[config.mk]
export PLATFORM = sky130hd
export DESIGN_NAME = pma_region_table
export DESIGN_NICKNAME = d
export VERILOG_FILES = /design/src/rtl/pma_pkg.sv /design/src/rtl/pma_range_match.sv /design/src/rtl/pma_region_table.sv
export SDC_FILE = /design/constraint.sdc
export NUM_CORES = 2
export LEC_CHECK = 0
export ABC_AREA = 0
export CAP_MARGIN = 20
export CORE_ASPECT_RATIO = 1.25
export CORE_MARGIN = 1
export CORE_UTILIZATION = 65
export CTS_BUF_LIST = sky130_fd_sc_hd__clkbuf_8
export CTS_CLUSTER_DIAMETER = 50
export DETAILED_ROUTE_END_ITERATION = 8
export GPL_ROUTABILITY_DRIVEN = 0
export PLACE_DENSITY_LB_ADDON = 0.25
export SLEW_MARGIN = 20
export SYNTH_ARGS = -nofsm -noshare
export SYNTH_HDL_FRONTEND = slang
export SYNTH_SLANG_ARGS = --single-unit
[constraint.sdc]
create_clock -name clk_i -period 19.86 [get_ports clk_i]
set_clock_uncertainty 0.1 [all_clocks]
set_input_delay 3.972 -clock clk_i [delete_from_list [all_inputs] [get_ports clk_i]]
set_output_delay 3.972 -clock clk_i [all_outputs]
set_load 0.02 [all_outputs]
[src/rtl/pma_pkg.sv]
// pma_pkg: shared types for the PMA region table (attributes, field select, rule, cfg FSM state)
package pma_pkg;
  localparam int MaxAddrWidth = 64;
  typedef struct packed {
    logic lock;
    logic valid;
    logic nonidem;
    logic exec;
    logic cached;
  } pma_attr_t;
  typedef enum logic [1:0] {
    field_base    = 2'd0,
    field_length  = 2'd1,
    field_attr    = 2'd2,
    field_illegal = 2'd3
  } cfg_field_e;
  typedef enum logic {
    cfg_idle = 1'b0,
    cfg_resp = 1'b1
  } cfg_state_e;
  typedef struct packed {
    logic [MaxAddrWidth-1:0] base;
    logic [MaxAddrWidth-1:0] length;
    pma_attr_t               attr;
  } pma_rule_t;
endpackage

[src/rtl/pma_range_match.sv]
// pma_range_match: single-rule address range comparator, base <= addr < base + length without wrap
// ports: valid (rule enabled), base/length (rule window), addr (lookup address), hit (addr inside window)
module pma_range_match #(
  parameter int AddrWidth = 64
) (
  input  logic                 valid,
  input  logic [AddrWidth-1:0] base,
  input  logic [AddrWidth-1:0] length,
  input  logic [AddrWidth-1:0] addr,
  output logic                 hit
);
  logic [AddrWidth:0] limit;
  assign limit = {1'b0, base} + {1'b0, length};
  assign hit = valid && |length && addr >= base && {1'b0, addr} < limit;
endmodule

[src/rtl/pma_region_table.sv]
// pma_region_table: shadow/active PMA rule table with a cfg access port and a 1-cycle lookup port
// ports: clk_i/rst_ni clock and sync active-low reset; cfg_* request/grant/response access to the
//        shadow table, cfg_commit_i copies shadow to active, cfg_dirty_o flags uncommitted writes;
//        lkp_* address lookup against the active table, results one cycle after lkp_valid_i.
// AddrWidth is limited to MaxAddrWidth (64) by the shared rule struct.
module pma_region_table
  import pma_pkg::*;
#(
  parameter int                           NrRules   = 4,
  parameter int                           AddrWidth = 64,
  parameter logic [NrRules*AddrWidth-1:0] RstBase   = '0,
  parameter logic [NrRules*AddrWidth-1:0] RstLength = '0,
  parameter logic [NrRules*5-1:0]         RstAttr   = '0
) (
  input  logic                 clk_i,
  input  logic                 rst_ni,
  input  logic                 cfg_req_i,
  output logic                 cfg_gnt_o,
  input  logic                 cfg_we_i,
  input  logic [3:0]           cfg_idx_i,
  input  logic [1:0]           cfg_field_i,
  input  logic [AddrWidth-1:0] cfg_wdata_i,
  output logic                 cfg_rvalid_o,
  output logic [AddrWidth-1:0] cfg_rdata_o,
  output logic                 cfg_err_o,
  input  logic                 cfg_commit_i,
  output logic                 cfg_dirty_o,
  input  logic                 lkp_valid_i,
  input  logic [AddrWidth-1:0] lkp_addr_i,
  output logic                 lkp_valid_o,
  output logic                 lkp_hit_o,
  output logic                 lkp_cached_o,
  output logic                 lkp_exec_o,
  output logic                 lkp_nonidem_o
);
  pma_rule_t            shadow_q [NrRules];
  pma_rule_t            active_q [NrRules];
  pma_rule_t            sel;
  cfg_state_e           state_q, state_d;
  cfg_field_e           field;
  logic                 idx_ok, sel_lock, bad, wr_ok, err_q, dirty_q;
  logic [AddrWidth-1:0] rd_field, rdata_q;
  logic [NrRules-1:0]   hits;
  logic                 any_hit, lv_q, hit_q;
  logic [2:0]           hit_res, res_q;

  function automatic pma_rule_t rst_rule(input int i);
    return '{base:   MaxAddrWidth'(RstBase[i*AddrWidth +: AddrWidth]),
             length: MaxAddrWidth'(RstLength[i*AddrWidth +: AddrWidth]),
             attr:   pma_attr_t'(RstAttr[i*5 +: 5])};
  endfunction

  assign field = cfg_field_e'(cfg_field_i);

  // addressed shadow rule plus the lock bit of its active copy; lock is judged on the active table
  always_comb begin
    sel = '0;
    sel_lock = 1'b0;
    idx_ok = 1'b0;
    for (int i = 0; i < NrRules; i++)
      if (cfg_idx_i == 4'(i)) begin
        sel = shadow_q[i];
        sel_lock = active_q[i].attr.lock;
        idx_ok = 1'b1;
      end
  end

  assign bad = !idx_ok || field == field_illegal || (cfg_we_i && sel_lock);
  assign wr_ok = cfg_gnt_o && cfg_we_i && !bad;
  assign rd_field = field == field_base   ? AddrWidth'(sel.base) :
                    field == field_length ? AddrWidth'(sel.length) : AddrWidth'(sel.attr);

  always_ff @(posedge clk_i)
    if (!rst_ni) state_q <= cfg_idle;
    else state_q <= state_d;

  always_comb state_d = state_q == cfg_idle && cfg_req_i ? cfg_resp : cfg_idle;

  always_comb begin
    cfg_gnt_o = state_q == cfg_idle && cfg_req_i;
    cfg_rvalid_o = state_q == cfg_resp;
    cfg_rdata_o = cfg_rvalid_o ? rdata_q : '0;
    cfg_err_o = cfg_rvalid_o && err_q;
  end

  always_ff @(posedge clk_i)
    if (!rst_ni) begin
      err_q <= 1'b0;
      rdata_q <= '0;
    end else if (cfg_gnt_o) begin
      err_q <= bad;
      rdata_q <= bad || cfg_we_i ? '0 : rd_field;
    end

  // commit copies the pre-write shadow; a same-cycle write then lands in shadow and keeps dirty set
  always_ff @(posedge clk_i)
    if (!rst_ni) begin
      for (int i = 0; i < NrRules; i++) begin
        shadow_q[i] <= rst_rule(i);
        active_q[i] <= rst_rule(i);
      end
      dirty_q <= 1'b0;
    end else begin
      if (cfg_commit_i)
        for (int i = 0; i < NrRules; i++) begin
          active_q[i] <= shadow_q[i];
          active_q[i].attr.lock <= shadow_q[i].attr.lock | active_q[i].attr.lock;
        end
      for (int i = 0; i < NrRules; i++)
        if (wr_ok && cfg_idx_i == 4'(i)) begin
          if (field == field_base) shadow_q[i].base <= MaxAddrWidth'(cfg_wdata_i);
          if (field == field_length) shadow_q[i].length <= MaxAddrWidth'(cfg_wdata_i);
          if (field == field_attr) shadow_q[i].attr <= pma_attr_t'(cfg_wdata_i[4:0]);
        end
      dirty_q <= wr_ok | (dirty_q & ~cfg_commit_i);
    end

  assign cfg_dirty_o = dirty_q;

  for (genvar g = 0; g < NrRules; g++) begin : g_rule
    pma_range_match #(.AddrWidth(AddrWidth)) u_match (
      .valid (active_q[g].attr.valid),
      .base  (AddrWidth'(active_q[g].base)),
      .length(AddrWidth'(active_q[g].length)),
      .addr  (lkp_addr_i),
      .hit   (hits[g])
    );
  end

  // descending scan so the lowest matching index is the one left standing
  always_comb begin
    any_hit = 1'b0;
    hit_res = '0;
    for (int i = NrRules - 1; i >= 0; i--)
      if (hits[i]) begin
        any_hit = 1'b1;
        hit_res = {active_q[i].attr.nonidem, active_q[i].attr.exec, active_q[i].attr.cached};
      end
  end

  always_ff @(posedge clk_i)
    if (!rst_ni) begin
      lv_q <= 1'b0;
      hit_q <= 1'b0;
      res_q <= '0;
    end else begin
      lv_q <= lkp_valid_i;
      hit_q <= lkp_valid_i && any_hit;
      res_q <= lkp_valid_i && any_hit ? hit_res : '0;
    end

  assign lkp_valid_o = lv_q;
  assign lkp_hit_o = hit_q;
  assign {lkp_nonidem_o, lkp_exec_o, lkp_cached_o} = res_q;
endmodule

After elaboration in Yosys (flattened, before gate mapping)
Memories as Yosys holds them, arrays and structs flattened. Index checks and enable logic that the tools add are counted.

Bits in registers: 72. Output and inout port bits: 73. Memory bits (writable): 1064. Logic and storage cells: 177. Input bits: 140. Memories kept: 2.

Reduce and logical (&&, ||, !) cells: 34. Order comparisons: 8. Bitwise gates (word level): 28. Muxes and demuxes: 88. Equality and inequality tests: 6. $add $sub $neg: 4.

Memory list: active_q (words 4, bits a word 133, read ports 4, clocked after Yosys merged registers in 0, wr ports 4, RTL line pma_region_table.sv:37) `pma_rule_t active_q [NrRules];`; shadow_q (words 4, bits a word 133, read ports 4, clocked after Yosys merged registers in 0, wr ports 4, RTL line pma_region_table.sv:36) `pma_rule_t shadow_q [NrRules];`.

Operator list (count): 133-bit 2-to-1 mux (8); 64-bit 2-to-1 mux (12); 64-bit by 64-bit adder with 65-bit output (4); 64-bit by 65-bit less-than comparator with 1-bit output (4); 64-bit greater-or-equal comparator (4); 64-bit OR reduction (4); 1-bit 2-to-1 mux (60); 1-bit OR (25); 1-bit logical AND (22); 5-bit 2-to-1 mux (4); 3-bit 2-to-1 mux (4); 4-bit by 2-bit == test with 1-bit output, second input constant (2); 2-bit == test, second input constant (2); 4-bit by 1-bit == test with 1-bit output, second input constant (1); 4-bit zero test (1); 1-bit logical OR (3); 2-bit by 1-bit == test with 1-bit output, second input constant (1); 1-bit zero test (2); 2-bit zero test (1); 1-bit NOT (2); 2-bit AND reduction (1); 1-bit AND (1).

Longest topological paths before layout
Depth in word-level cells: 15. Mapped depth: 26. Gate-level depth less buffers: 26.

By module
A second synthesis with hierarchy kept.

Cells, all modules: 7090. Area, all modules: 73619.4 um^2.

Modules (own cells, without submodules): pma_region_table (seq. area each 33392.0 um^2, cells each 3264, area an instance 45905.3 um^2, instances 1); pma_range_match (g_rule[1].u_match) (seq. area each 0.0 um^2, cells each 1005, area an instance 7184.4 um^2, instances 1); pma_range_match (g_rule[2].u_match) (seq. area each 0.0 um^2, cells each 974, area an instance 7060.5 um^2, instances 1); pma_range_match (g_rule[3].u_match) (seq. area each 0.0 um^2, cells each 939, area an instance 6826.5 um^2, instances 1); pma_range_match (g_rule[0].u_match) (seq. area each 0.0 um^2, cells each 908, area an instance 6642.6 um^2, instances 1).

Worst setup path before layout
OpenSTA, ideal clock, no wires.

Path kind: input to register. Start point: in rst_ni. End point: mem active_q[0][0] (netlist name) (enable). Cell stages on the path: 4. Setup slack: 2745 ps. Library setup time: 3776 ps. Data required time: 15984 ps. Path buffers: 3. Data arrival time: 13239 ps. Cell sequence: clkbuf_1 > clkbuf_1 > buf_1 > nand2_1.

RTL lines: from (decl) (RTL line pma_region_table.sv:16) `input logic rst_ni,`; to (decl) (RTL line pma_region_table.sv:37).

Worst setup path in the final report
Start point: in cfg_req_i. End point: out cfg_gnt_o.

Cells in the longest elaborated chain, start to end: 1.

RTL lines: from (decl) (RTL line pma_region_table.sv:17) `input logic cfg_req_i,`; 1-bit logical AND (RTL line pma_region_table.sv:80) `cfg_gnt_o = state_q == cfg_idle && cfg_req_i;`; to (decl) (RTL line pma_region_table.sv:18) `output logic cfg_gnt_o,`.

No other way between the ends.

==> run metrics <==
layout cells sized above 1 5.66%; clock root buffer sky130_fd_sc_hd__clkbuf_8; Setup crit end kind output port; most used flip-flop cell after synthesis sky130_fd_sc_hd__edfxtp_1; remaining number of nets flagged by the antenna check after routing 0; clk_lat worst skew 0.96 ns; startpoint of the lowest-slack register-to-register path active_q[2][6]; Port-buffer cells 212; area of the die 113000 um^2; distinct cell type count of the synthesized netlist 90; area of the mapped netlist 72700 um^2; synthesis-to-layout area growth 9.68%; Sum Neg Setup Slack 0 ns; Yosys top cell by area sky130_fd_sc_hd__edfxtp_1; EDFF count, synth 1064; clock transition at the register clock pins on the worst setup and hold paths after CTS approximately 0.060 ns; post-route DRC violation count between 60 and 70; highest-delay cell along the critical path sky130_fd_sc_hd__clkdlybuf4s50_1; setup fix buffers added after clock tree synthesis 0; type of the setup path with the least slack input pin to output port; Peak supply drop 0.0000794 V; fraction of registers with async set/reset 0%; synthesized area per cell 10.5 um^2; power per cell area ~76 nW/um^2; Worst Path Max Fanout 66; starting density of the core 65.8%; nets in the synthesized netlist 7850; number of sinks driven by the clock tree 1136; worst path required time 15.79 ns; buffer levels on the longest clock path 3; final number of setup-violating endpoints 0; number of fillers in the final layout 7688; type of the most critical hold path flop to flop; maximum single-stage delay on the critical path ~0.64 ns; via/cell ratio 7.11; destination of the worst register-to-register timing path res_q[0]; slew at the pin with the worst max-slew slack 1.28 ns; final clock period utilization by the worst path 50.2%; final HPWL from detailed placement about 180000 um; number of cells upsized or downsized after cts 0; share of Yosys cell area claimed by the top area cell type 43.9%; Synth top cells by count 1064 x sky130_fd_sc_hd__edfxtp_1, 764 x sky130_fd_sc_hd__ha_1, 611 x sky130_fd_sc_hd__and2_1, 563 x sky130_fd_sc_hd__and3_1, 403 x sky130_fd_sc_hd__a21oi_1; clock period minus worst slack between 9 and 10 ns; total of max-cap violations 0; worst max-slew margin expressed relative to the limit ~14%; antenna violations before repair 27; worst endpoint data arrival time between 5 and 6 ns; count of hold buffers inserted by post-cts repair 0; routed wirelength normalized by instance count 29.5 um; biggest area contributors in the synthesized netlist sky130_fd_sc_hd__edfxtp_1 44%, sky130_fd_sc_hd__ha_1 13%, sky130_fd_sc_hd__and2_1 5.3%, sky130_fd_sc_hd__and3_1 4.8%, sky130_fd_sc_hd__a21oi_1 2.8%; setup repair after global routing missed its margin false; number of cells on the worst reg-to-reg path 25; 1st-iter DRT viols 10200; Static Leak 34.4 nW; CTS tree built; total number of vias between 60000 and 70000; Boundary Pins 213; series of cell instances along the critical path clkdlybuf4s50_1 -> nand2b_4 -> inv_1 -> clkdlybuf4s50_1; Layout Utilization slightly above 70%; Critical path origin cfg_req_i; largest net degree at the start of global routing around 170; wire length of the first global-routing pass 366000 um; final hold slack 0.360 ns; residual overflow from global routing 0; net count reported at finish 7957; flip-flop and latch count after synthesis approximately 1100; Inserted Clock Buffers 181; count of H-tree levels built during CTS 4; violations in the final reports design-rule violations; pins over their slew limit 0; most frequent cell on the critical path sky130_fd_sc_hd__clkdlybuf4s50_1; total routed wirelength 255000 um; site row count ~140; number of global-route vias before repair 58900; total routing resource utilization after global routing 44.3%; final hold violation count 0; Std-Cell Core Area between 100000 and 150000 um^2; result of the run finished with violations; cells after synthesis 6942; Yosys warning total 0; endpoint of the worst setup timing path cfg_gnt_o; flop2flop setup slack between 10 and 15 ns; Max Clock Freq 100 MHz; Die H 376 um; startpoint type of the worst setup path input pin; dominant cell by count in the synthesized netlist sky130_fd_sc_hd__edfxtp_1; Initial DRT Pass Iterations 9; sequential cell area fraction in the yosys report 45.9%; width of the die 301 um
[worst min-delay path by stage]
stage | start | endpoint | slack, ns | cells after the start
after global placement | rdata_q[63] | rdata_q[63] | 0.35 | 2
final | rdata_q[6] | rdata_q[6] | 0.36 | 2
after detailed placement | rdata_q[63] | rdata_q[63] | 0.35 | 2
after floorplan | rdata_q[3] | rdata_q[3] | 0.33 | 2
after global routing | rdata_q[6] | rdata_q[6] | 0.38 | 2
after CTS | rdata_q[58] | rdata_q[58] | 0.36 | 2
[state kept, by name (all words and copies together), names as in the netlist]
| signal | cells |
|---|---|
| cfg_dirty_o | 1 |
| cfg_rvalid_o | 1 |
| lkp_valid_o | 1 |
| res_q | 3 |
| active_q | 532 |
| err_q | 1 |
| shadow_q | 532 |
| rdata_q | 64 |
| lkp_hit_o | 1 |
[kinds of logic (layout without fill, tap and decap cells)]
| family | count (synthesis) | in the layout | synth area share (%) |
|---|---|---|---|
| compound gates | 1815 | 1815 | 16.6 |
| fa+ha+maj | 768 | 768 | 13.3 |
| flops | 1136 | 1136 | 45.9 |
| simple gates | 2272 | 2272 | 17.6 |
| buf+inv | 711 | 966 | 3.71 |
| other cells | 0 | 11 | 0 |
| xor+xnor | 233 | 233 | 2.81 |
| mux | 7 | 7 | 0.0964 |
[metrics by stage]
stage	total power (W)	cell area [um^2]	instances	setup slack (ns)
after floorplan	0.00361	72700	6942	2.74
after global placement	0.00396	76100	8311	9.95
after detailed placement	0.00401	76100	8314	9.93
after CTS	0.00596	79600	8645	9.91
after global routing	0.00620	79700	8649	9.82
final	0.00603	79700	8657	9.90
[worst max-delay path: cells and delay by family]
kind / cells / cell delay (ns)
and+or+nand+nor: 1 / 0.47
buffers and inverters: 3 / 1.44
[power by group]
| part | internal [W] | total (W) | switching (W) | leakage [nW] |
|---|---|---|---|---|
| sequential | 0.00274 | 0.00284 | 0.000107 | 11.8 |
| clock | 0.000990 | 0.00200 | 0.00101 | 1.99 |
| combinational | 0.000427 | 0.00119 | 0.000761 | 20.5 |
[routing by layer]
layer | share of wire [%] | vias to the layer above | GRT usage [%]
met4 | 9.7 | 22 | 36.0
met3 | 15 | 1220 | 13.9
li1 | - | 26500 | -
met1 | 33 | 28900 | 52.7
met2 | 43 | 4860 | 65.9
met5 | 0.072 | - | 0
[placed cells by master, fill, tap and decap left out, drive strengths merged, types with 207 or more instances in the layout]
| master | synthesis | routed |
|---|---|---|
| a21o | 255 | 255 |
| a21oi | 406 | 406 |
| and2 | 612 | 612 |
| and3 | 563 | 563 |
| clkdlybuf4s50 | 0 | 207 |
| edfxtp | 1064 | 1064 |
| ha | 764 | 764 |
| inv | 347 | 411 |
| nand2 | 266 | 266 |
| nor2 | 277 | 277 |
| o21ai | 373 | 373 |
[layout make-up]
cell class                      count  area, um^2  area share [%]
Multi-Input combinational cell   5095       36900            46.3
Sequential cell                  1136       33400            41.9
Timing Repair Buffer              288        2800            3.51
Clock buffer                      186        2560            3.21
Tap cell                         1449        1810            2.27
Inverter                          347        1300            1.63
Clock inverter                    145         951            1.19
Antenna cell                       11        27.5          0.0345
(Power assumes the default switching activity.)
